==> src/rtl/display_scanner_pkg.sv <==
// Shared definitions for the multiplexed display scanner.
package display_scanner_pkg;

   localparam int unsigned DEF_N_DIGITS = 4;
   localparam int unsigned DEF_DIGIT_W  = 4;
   localparam int unsigned DEF_PRESCALE = 50000;

   typedef enum logic [1:0] {
      ST_IDLE = 2'd0,
      ST_SHOW = 2'd1,
      ST_GAP  = 2'd2
   } state_t;

endpackage

==> src/rtl/display_scanner_tick_gen.sv <==
// Digit-period prescaler: counts 0..PRESCALE-1 while run, flags the last count.
module scan_tick_gen
   import display_scanner_pkg::*;
#(
   parameter int unsigned PRESCALE = DEF_PRESCALE
) (
   input  logic clk,
   input  logic rst_n,
   input  logic run,
   input  logic clear,
   output logic tc_c
);

   localparam int unsigned    CNT_W   = (PRESCALE > 1) ? $clog2(PRESCALE) : 1;
   localparam logic [CNT_W-1:0] CNT_MAX = CNT_W'(PRESCALE - 1);

   logic [CNT_W-1:0] r_cnt;
   logic             w_at_max;

   assign w_at_max = (r_cnt == CNT_MAX);
   assign tc_c     = run && !clear && w_at_max;

   // Counter: clear wins, wraps to zero after the terminal count.
   always_ff @(posedge clk or negedge rst_n) begin
      if (!rst_n) begin
         r_cnt <= '0;
      end else if (clear) begin
         r_cnt <= '0;
      end else if (run) begin
         r_cnt <= w_at_max ? '0 : r_cnt + CNT_W'(1);
      end
   end

endmodule

==> src/rtl/display_scanner.sv <==
// Multiplexed digit scanner with tear-free shadow update and leading-zero blanking.
module display_scanner
   import display_scanner_pkg::*;
#(
   parameter int unsigned N_DIGITS = DEF_N_DIGITS,
   parameter int unsigned DIGIT_W  = DEF_DIGIT_W,
   parameter int unsigned PRESCALE = DEF_PRESCALE
) (
   input  logic                          clk,
   input  logic                          rst_n,
   input  logic [N_DIGITS*DIGIT_W-1:0]   digits_in,
   input  logic                          load,
   input  logic                          scan_en,
   input  logic                          blank_lz,
   output logic [N_DIGITS-1:0]           digit_sel,
   output logic [DIGIT_W-1:0]            digit_val,
   output logic                          digit_blank,
   output logic                          frame_done
);

   localparam int unsigned     IDX_W    = $clog2(N_DIGITS);
   localparam int unsigned     DATA_W   = N_DIGITS * DIGIT_W;
   localparam logic [IDX_W-1:0] IDX_LAST = IDX_W'(N_DIGITS - 1);

   state_t              r_state;
   state_t              w_state_nxt;
   logic [IDX_W-1:0]    r_idx;
   logic [IDX_W-1:0]    w_idx_nxt;
   logic                w_wrap;
   logic                w_tc;
   logic                w_run;
   logic                w_clear;

   logic [DATA_W-1:0]   r_staging;
   logic [DATA_W-1:0]   r_shadow;
   logic [DATA_W-1:0]   w_shadow_nxt;
   logic                r_pending;
   logic                w_pending_nxt;
   logic                w_apply;
   logic                w_pend_any;
   logic [DATA_W-1:0]   w_new_data;

   logic [N_DIGITS-1:0] w_lz;
   logic                w_zero_run;
   logic [N_DIGITS-1:0] w_sel_nxt;
   logic [DIGIT_W-1:0]  w_val_nxt;
   logic                w_blank_nxt;
   logic                w_fd_nxt;

   logic [N_DIGITS-1:0] r_digit_sel;
   logic [DIGIT_W-1:0]  r_digit_val;
   logic                r_digit_blank;
   logic                r_frame_done;

   assign w_run   = (r_state == ST_SHOW) && scan_en;
   assign w_clear = !scan_en || (r_state == ST_IDLE);

   scan_tick_gen #(.PRESCALE(PRESCALE)) u_tick (
      .clk   (clk),
      .rst_n (rst_n),
      .run   (w_run),
      .clear (w_clear),
      .tc_c  (w_tc)
   );

   // State and digit index register.
   always_ff @(posedge clk or negedge rst_n) begin
      if (!rst_n) begin
         r_state <= ST_IDLE;
         r_idx   <= '0;
      end else begin
         r_state <= w_state_nxt;
         r_idx   <= w_idx_nxt;
      end
   end

   // Next state: SHOW for a digit period, one GAP cycle, abort to IDLE on scan_en low.
   always_comb begin
      w_state_nxt = r_state;
      w_idx_nxt   = r_idx;
      w_wrap      = 1'b0;
      case (r_state)
         ST_IDLE: begin
            w_idx_nxt = '0;
            if (scan_en) begin
               w_state_nxt = ST_SHOW;
            end
         end
         ST_SHOW: begin
            if (!scan_en) begin
               w_state_nxt = ST_IDLE;
               w_idx_nxt   = '0;
            end else if (w_tc) begin
               w_state_nxt = ST_GAP;
               if (r_idx == IDX_LAST) begin
                  w_idx_nxt = '0;
                  w_wrap    = 1'b1;
               end else begin
                  w_idx_nxt = r_idx + IDX_W'(1);
               end
            end
         end
         ST_GAP: begin
            if (!scan_en) begin
               w_state_nxt = ST_IDLE;
               w_idx_nxt   = '0;
            end else begin
               w_state_nxt = ST_SHOW;
            end
         end
         default: begin
            w_state_nxt = ST_IDLE;
            w_idx_nxt   = '0;
         end
      endcase
   end

   // Shadow update: pending data (including a same-cycle load) lands only at frame wrap or in IDLE.
   always_comb begin
      w_apply       = (r_state == ST_IDLE) || w_wrap;
      w_pend_any    = load || r_pending;
      w_new_data    = load ? digits_in : r_staging;
      w_shadow_nxt  = r_shadow;
      w_pending_nxt = w_pend_any;
      if (w_apply && w_pend_any) begin
         w_shadow_nxt  = w_new_data;
         w_pending_nxt = 1'b0;
      end
   end

   // Staging, shadow and pending registers.
   always_ff @(posedge clk or negedge rst_n) begin
      if (!rst_n) begin
         r_staging <= '0;
         r_shadow  <= '0;
         r_pending <= 1'b0;
      end else begin
         if (load) begin
            r_staging <= digits_in;
         end
         r_shadow  <= w_shadow_nxt;
         r_pending <= w_pending_nxt;
      end
   end

   // Output decode from next state so registered outputs line up with the state they describe.
   always_comb begin
      w_lz        = '0;
      w_zero_run  = 1'b1;
      w_sel_nxt   = '1;
      w_val_nxt   = '0;
      w_blank_nxt = 1'b1;
      w_fd_nxt    = w_wrap;
      for (int k = int'(N_DIGITS) - 1; k >= 0; k--) begin
         w_zero_run = w_zero_run && (w_shadow_nxt[k*DIGIT_W +: DIGIT_W] == '0);
         w_lz[k]    = w_zero_run && (k != 0);
      end
      for (int k = 0; k < int'(N_DIGITS); k++) begin
         if ((w_state_nxt == ST_SHOW) && (w_idx_nxt == IDX_W'(k))) begin
            w_sel_nxt[k] = 1'b0;
            w_val_nxt    = w_shadow_nxt[k*DIGIT_W +: DIGIT_W];
            w_blank_nxt  = blank_lz && w_lz[k];
         end
      end
   end

   // Output registers.
   always_ff @(posedge clk or negedge rst_n) begin
      if (!rst_n) begin
         r_digit_sel   <= '1;
         r_digit_val   <= '0;
         r_digit_blank <= 1'b1;
         r_frame_done  <= 1'b0;
      end else begin
         r_digit_sel   <= w_sel_nxt;
         r_digit_val   <= w_val_nxt;
         r_digit_blank <= w_blank_nxt;
         r_frame_done  <= w_fd_nxt;
      end
   end

   assign digit_sel   = r_digit_sel;
   assign digit_val   = r_digit_val;
   assign digit_blank = r_digit_blank;
   assign frame_done  = r_frame_done;

endmodule

==> config.mk <==
export PLATFORM = sky130hd
export DESIGN_NAME = display_scanner
export DESIGN_NICKNAME = d
export VERILOG_FILES = /design/src/rtl/display_scanner_pkg.sv /design/src/rtl/display_scanner_tick_gen.sv /design/src/rtl/display_scanner.sv
export SDC_FILE = /design/constraint.sdc
export NUM_CORES = 1
export LEC_CHECK = 0
export CELL_PAD_IN_SITES_DETAIL_PLACEMENT = 2
export CELL_PAD_IN_SITES_GLOBAL_PLACEMENT = 2
export CORE_MARGIN = 2
export CORE_UTILIZATION = 25
export CTS_BUF_LIST = sky130_fd_sc_hd__clkbuf_8
export CTS_CLUSTER_DIAMETER = 80
export DETAILED_ROUTE_END_ITERATION = 6
export GPL_TIMING_DRIVEN = 0
export PLACE_DENSITY_LB_ADDON = 0.25
export SKIP_LAST_GASP = 1
export SYNTH_ARGS = -nofsm -noshare
export SYNTH_HDL_FRONTEND = slang
export SYNTH_SLANG_ARGS = --single-unit
==> constraint.sdc <==
create_clock -name clk -period 2.55 [get_ports clk]
set_input_delay 0.51 -clock clk [delete_from_list [all_inputs] [get_ports clk]]
set_output_delay 0.51 -clock clk [all_outputs]
set_load 0.005 [all_outputs]
### After elaboration in Yosys (flattened, before gate mapping)

Cells that the tools add are included.
W data, S select, Z words.

* output and inout bits: 10
* flip-flop bits (word level): 63
* logic and storage cells: 75
* bits of input ports: 21

* multiplexer cells: 31
* reductions and logical operators: 24
* equal/unequal tests: 8
* add/sub/neg operators: 2

Operators by type and width (count)
* $mux W16: 5
* $add A16 B1 Y16 const B: 1
* $eq A16 B16 Y1 const B: 1
* $mux W4: 4
* $mux W2: 7
* $logic_and A1 B1 Y1: 13
* $mux W1: 13
* $logic_not A4 Y1: 3
* $eq A2 B2 Y1 const B: 4
* $eq A2 B1 Y1 const B: 3
* $pmux W2 S3: 1
* $logic_not A2 Y1: 2
* $pmux W2 S2: 1
* $logic_or A1 B1 Y1: 3
* $add A2 B1 Y2 const B: 1
* $logic_not A1 Y1: 2
* $reduce_bool A2 Y1: 1

### Longest topological paths before layout

* depth in word-level cells: 18
* depth in mapped cells: 12
* gate-level depth less buffers: 10

### Hierarchy

A second synthesis with hierarchy kept.

* cells, all modules: 279
* area total of the unflattened synthesis: 3176.8 sq um

Modules (own cells, without submodules)
* display_scanner: area an instance 2199.6 sq um, cells each 176, sequential area each 1182.4 sq um, times used 1
* scan_tick_gen: area an instance 977.2 sq um, cells each 103, sequential area each 400.4 sq um, times used 1

### Least setup slack after synthesis

No wires, ideal clock.

* path kind: reg-to-reg
* start: register r_state[0]
* end: register r_digit_blank, in the netlist digit_blank
* stages on the path, launching flop included: 13
* data arrival time: 2.174 ns
* library setup time: 0.079 ns
* period minus slack after synthesis: 2.252 ns
* buffers on the path: 2
* path slack: 0.298 ns
* data required time: 2.471 ns
* cell sequence: dfrtp_1 > inv_1 > ha_1 > clkbuf_1 > and4b_1 > nand4_1 > a22o_1 > a22o_1 > buf_6 > nand2_8 > inv_4 > a22o_1 > a41o_1

* elaborated cells between the ends (all ways): 42
* those cells by class: 6 x eq/ne; 15 x mux; 21 x reduce/logical

RTL lines
* start: declaration: line display_scanner.sv:25 `state_t r_state;`
* start signal: assignment: line display_scanner.sv:72 `r_state <= w_state_nxt;`
* $logic_not A2 Y1: line display_scanner.sv:56 `assign w_clear = !scan_en || (r_state == ST_IDLE);`
* $logic_or A1 B1 Y1: line display_scanner.sv:56
* $logic_not A1 Y1: line display_scanner_tick_gen.sv:21 `assign tc_c = run && !clear && w_at_max;`
* $logic_and A1 B1 Y1 (2 in series): line display_scanner_tick_gen.sv:21
* $mux W2: line display_scanner.sv:93 `end else if (w_tc) begin`
* $mux W2: line display_scanner.sv:90 `if (!scan_en) begin`
* $pmux W2 S2 *: line display_scanner.sv:82 `case (r_state)`
* via w_idx_nxt[1]: line display_scanner.sv:28 `logic [IDX_W-1:0] w_idx_nxt;`
* $logic_not A2 Y1: line display_scanner.sv:159 `if ((w_state_nxt == ST_SHOW) && (w_idx_nxt == IDX_W'(k))) begin`
* $logic_and A1 B1 Y1: line display_scanner.sv:159
* $mux W1 (3 in series): line display_scanner.sv:159
* $mux W1 *: line display_scanner.sv:159
* via w_blank_nxt: line display_scanner.sv:47 `logic w_blank_nxt;`
* end signal: assignment: line display_scanner.sv:177 `r_digit_blank <= w_blank_nxt;`
* end: declaration: line display_scanner.sv:52 `logic r_digit_blank;`

The timed path passes the listed nets; every way through them passes the cells marked *.
A chain may end at the register's enable or synchronous reset.

### Worst setup path in the final report

* start: register r_state[0]
* end: register r_digit_val[2], in the netlist digit_val[2]

* elaborated cells between the ends (all ways): 34
* those cells by class: 6 x eq/ne; 15 x mux; 13 x reduce/logical

RTL lines
* $logic_not A2 Y1: line display_scanner.sv:56
* $logic_or A1 B1 Y1: line display_scanner.sv:56
* $logic_not A1 Y1: line display_scanner_tick_gen.sv:21
* $logic_and A1 B1 Y1 (2 in series): line display_scanner_tick_gen.sv:21
* $mux W2: line display_scanner.sv:93
* $mux W2: line display_scanner.sv:90
* $pmux W2 S2 *: line display_scanner.sv:82
* via w_idx_nxt[0]: line display_scanner.sv:28
* $logic_not A2 Y1: line display_scanner.sv:159
* $logic_and A1 B1 Y1: line display_scanner.sv:159
* $mux W4 (3 in series): line display_scanner.sv:159
* $mux W4 *: line display_scanner.sv:159
* via w_val_nxt[2]: line display_scanner.sv:46 `logic [DIGIT_W-1:0] w_val_nxt;`
* end signal: assignment: line display_scanner.sv:176 `r_digit_val <= w_val_nxt;`
* end: declaration: line display_scanner.sv:51 `logic [DIGIT_W-1:0] r_digit_val;`

Marks and branches as above.

==> results.md <==
- Per-cell routed wire length: approximately 17 um
- R2R setup slack: 120 ps
- Simple-gate share of the synthesized area: 0.1659
- Worst setup EP type: flop
- DRC: 0
- Number of CTS-inserted buffers: 9
- Slew Viols, Final: 0
- Die Ht: 114.4 um
- Finished Layout Cells: 479
- Sequential share of power: 0.383
- ANT nets after route: 0
- Largest net degree at the start of global routing: 64
- Worst-path cell chain: inv_1 > ha_2 > and4b_1 > nand4_1 > a22o_1 > a22oi_2 > nor2_2 > or2_1 > o2bb2ai_1
- Yosys warnings: 0
- First-pass GRT wire length: 13660 um
- Primary FF master, synth: dfrtp_1
- GRT Residual Overflow: 0
- Clk buf depth: 2
- Sink Count: 63
- Number of flops mapped to enable cells by yosys: 0
- Tcrit/Tclk final: 0.9542
- Required time of the critical path: 2810 ps
- Tightest Hold Check Type: input port to async pin
- Worst r2r dst: digit_val[2]
- Most numerous cell in the Yosys netlist: dfrtp_1
- Crit path max fanout: 9
- Post-route setup slack: 116.8 ps
- Post-synthesis xor/xnor area fraction: 0.005749
- Complex-gate fraction of the synthesized area: 0.1409
- Adder-cell share of the synthesized area: 0.02464
- Total die area: 13090 sq um
- Final wirelength: roughly 8300 um
- RSZ-0062 raised after global routing: no
- Hpwl dp: between 5000 and 6000 um
- Clk_lat worst skew: roughly 350 ps
- Tot GR Track Use: 0.1372
- Max_slew headroom: 0.4294
- Leakage: 1.687 nW
- R2R cell count: 9
- Post-Syn Instances: 285
- Worst vdd ir: roughly 380 uV
- Pre-CTS setup slack: -241.7 ps
- MaxCap Viol Count: 0
- Placed Instances: about 460
- Worst r2r src: r_state[0]
- Flops & latches, synth: 63
- Antenna Cells: 0
- Area contributors post-synth: dfrtp_1, mux2i_1, dfstp_2
- Post-synth top area share: 0.4764
- CP Launch Type: flop
- Hold buffer count at cts: 0
- Pwr Density: 907.7 nW/um^2
- Mapped Nets: 312
- Initial Util: 0.2547
- Worst slew pin tran: 855.9 ps
- DRT Pass-1 Iters: 4
- Clock network power share: 0.294
- Logic gate share of total power: 0.323
- Antenna violations before repair: 0
- Detailed-route via count: 2308
- Share of cells above drive strength 1: 0.1867
- Distinct cells, synth: 50
- Mux cell area share after synthesis: 0.09487
- Detailed Route Iter0 Violations: 68
- Net Sw Power: 1.148 mW
- Internal Pwr Total: 2.300 mW
- Post-synth top cells: dfrtp_1, nor2_1, o21ai_0
- H-tree level count: 3
- Main combinational cell family by area after synthesis: simple AND/OR/NAND/NOR gates
- CP max stage cell: dfrtp_1
- Share of flip-flops with an asynchronous set or reset: 1.000
- Fin. Hold Viols: 0
- Critical path arrival: ~2700 ps
- Placement Rows: 40
- Final setup fails: 0
- Area grow syn2layout: 24.68%
- Setup Crit Path Kind: flop to flop
- Post-Syn Area: 3047 sq um
- Max stage delay on crit path: about 400 ps
- I/O Buffers: 29
- # nets final: 354
- Core ar.: 11960 sq um
- GP Congestion: between 0.7 and 0.8
- TritonCTS clock tree: done
- # IOs: 31
- Sw frac: 0.3330
- Register area share after synthesis: 0.5195
- Reg clk slew, reported paths: 70 ps
- Skew final: roughly 6.7 ps
- Fmax: 0.4110 GHz
- Mean Syn Cell Area: between 10 and 15 sq um
- Final min period: 2433 ps
- Outcome: finished clean
- Chip width: ~110 um
- Area leader, netlist: dfrtp_1
- Vias in the first global route: 2580
- Clk root buf: clkbuf_8
- Vias per cell: 4.818
-- power groups by stage --
stage / Sequential, mW / Combinational, mW / Clock, mW
detailed placement: 1.34 / 1.09 / 0
global placement: 1.33 / 1.04 / 0
global route: 1.35 / 1.24 / 1.09
CTS: 1.32 / 1.10 / 1.05
finish: 1.32 / 1.11 / 1.01
floorplan: 1.32 / 0.704 / 0
-- registers in the layout (all words and copies together) (netlist names) --
signal and flops:
r_shadow 16, r_idx 2, r_staging 16, frame_done 1, u_tick.r_cnt 16, r_state 2
digit_val 4, digit_blank 1, digit_sel 4, r_pending 1
-- cell type report --
cell class | instances | area (sq um)
flip-flops and latches | 63 | 1583
multi-input cells | 192 | 1343
clock inverters | 5 | 80.08
fillers | 1332 | 8163
clock buffers | 11 | 151.4
well taps | 147 | 183.9
inverters | 19 | 73.82
plain buffers | 10 | 73.82
repair buffers | 32 | 310.3
-- worst max path at each step --
| stage | from | endpoint | slack, ps | cells past startpoint |
|---|---|---|---|---|
| 6_report | r_state[0] | digit_val[2] | 120 | 9 |
| 5_1_grt | r_state[0] | digit_val[2] | 7 | 9 |
| 4_1_cts | r_state[0] | digit_blank | 50 | 11 |
| 3_5_place_dp | scan_en | digit_val[2] | -240 | 7 |
| 3_3_place_gp | rst_n | frame_done | -1350 | 1 |
| 2_1_floorplan | r_state[0] | digit_blank | 300 | 12 |
-- routing by layer --
layer / vias to the layer above / part of all wire / wire length (um) / track usage
li1: 1089 / - / - / -
met1: 1171 / 0.46 / 3873 / 0.1749
met2: 39 / 0.49 / 4097 / 0.2237
met3: 9 / 0.034 / 282 / 0.04023
met4: 0 / 0.011 / 94 / 0.04472
met5: - / 0 / 0 / 0
-- worst max-delay path, delay by kind of cell (launching register included) --
kind,cells,cell delay (ps)
simple gates,4,800
compound gates,3,770
flops,1,400
fa+ha+maj,1,270
buf+inv,1,100
-- logic make-up after synthesis --
kind of cell | after synthesis
flip-flops | 63
AO/OA/AOI/OAI | 65
multiplexers | 27
AND/OR/NAND/NOR | 92
XOR/XNOR | 2
adder cells (fa/ha/maj) | 6
buffers and inverters | 30
-- cell usage in the layout (no fill, tap or decap), types with 5 or more instances in the layout --
| cell type | synthesis | routed |
|---|---|---|
| a21oi_1 | 10 | 10 |
| a21oi_2 | 6 | 6 |
| and3_1 | 8 | 7 |
| clkbuf_8 | 0 | 11 |
| clkdlybuf4s50_1 | 0 | 28 |
| dfrtp_1 | 58 | 58 |
| dfstp_2 | 5 | 5 |
| ha_1 | 6 | 5 |
| inv_1 | 18 | 18 |
| mux2_2 | 7 | 7 |
| mux2i_1 | 18 | 18 |
| nand2_1 | 14 | 14 |
| nand3_1 | 12 | 12 |
| nor2_1 | 32 | 31 |
| o21ai_0 | 25 | 25 |
-- metrics by stage --
step	total power [mW]	cell area [sq um]	TNS (ps)	hold WS (ps)	util
2_1_floorplan	2.019	3047	0	214.4	-
3_3_place_gp	2.370	3521	-82200	467.0	0.2944
3_5_place_dp	2.427	3518	-3013	475.8	0.2941
4_1_cts	3.472	3767	0	300.1	0.3150
5_1_grt	3.682	3799	0	317.5	0.3176
6_report	3.448	3799	0	275.2	0.3176
-- timing repair --
action | 4_1_cts | 5_1_grt
gates resized for setup | 4 | 8
endpoints found under the setup margin | 8 | 16
pin swaps | 0 | 1
setup buffers | 1 | 2
No activity file was read; power rests on OpenSTA's default activity.
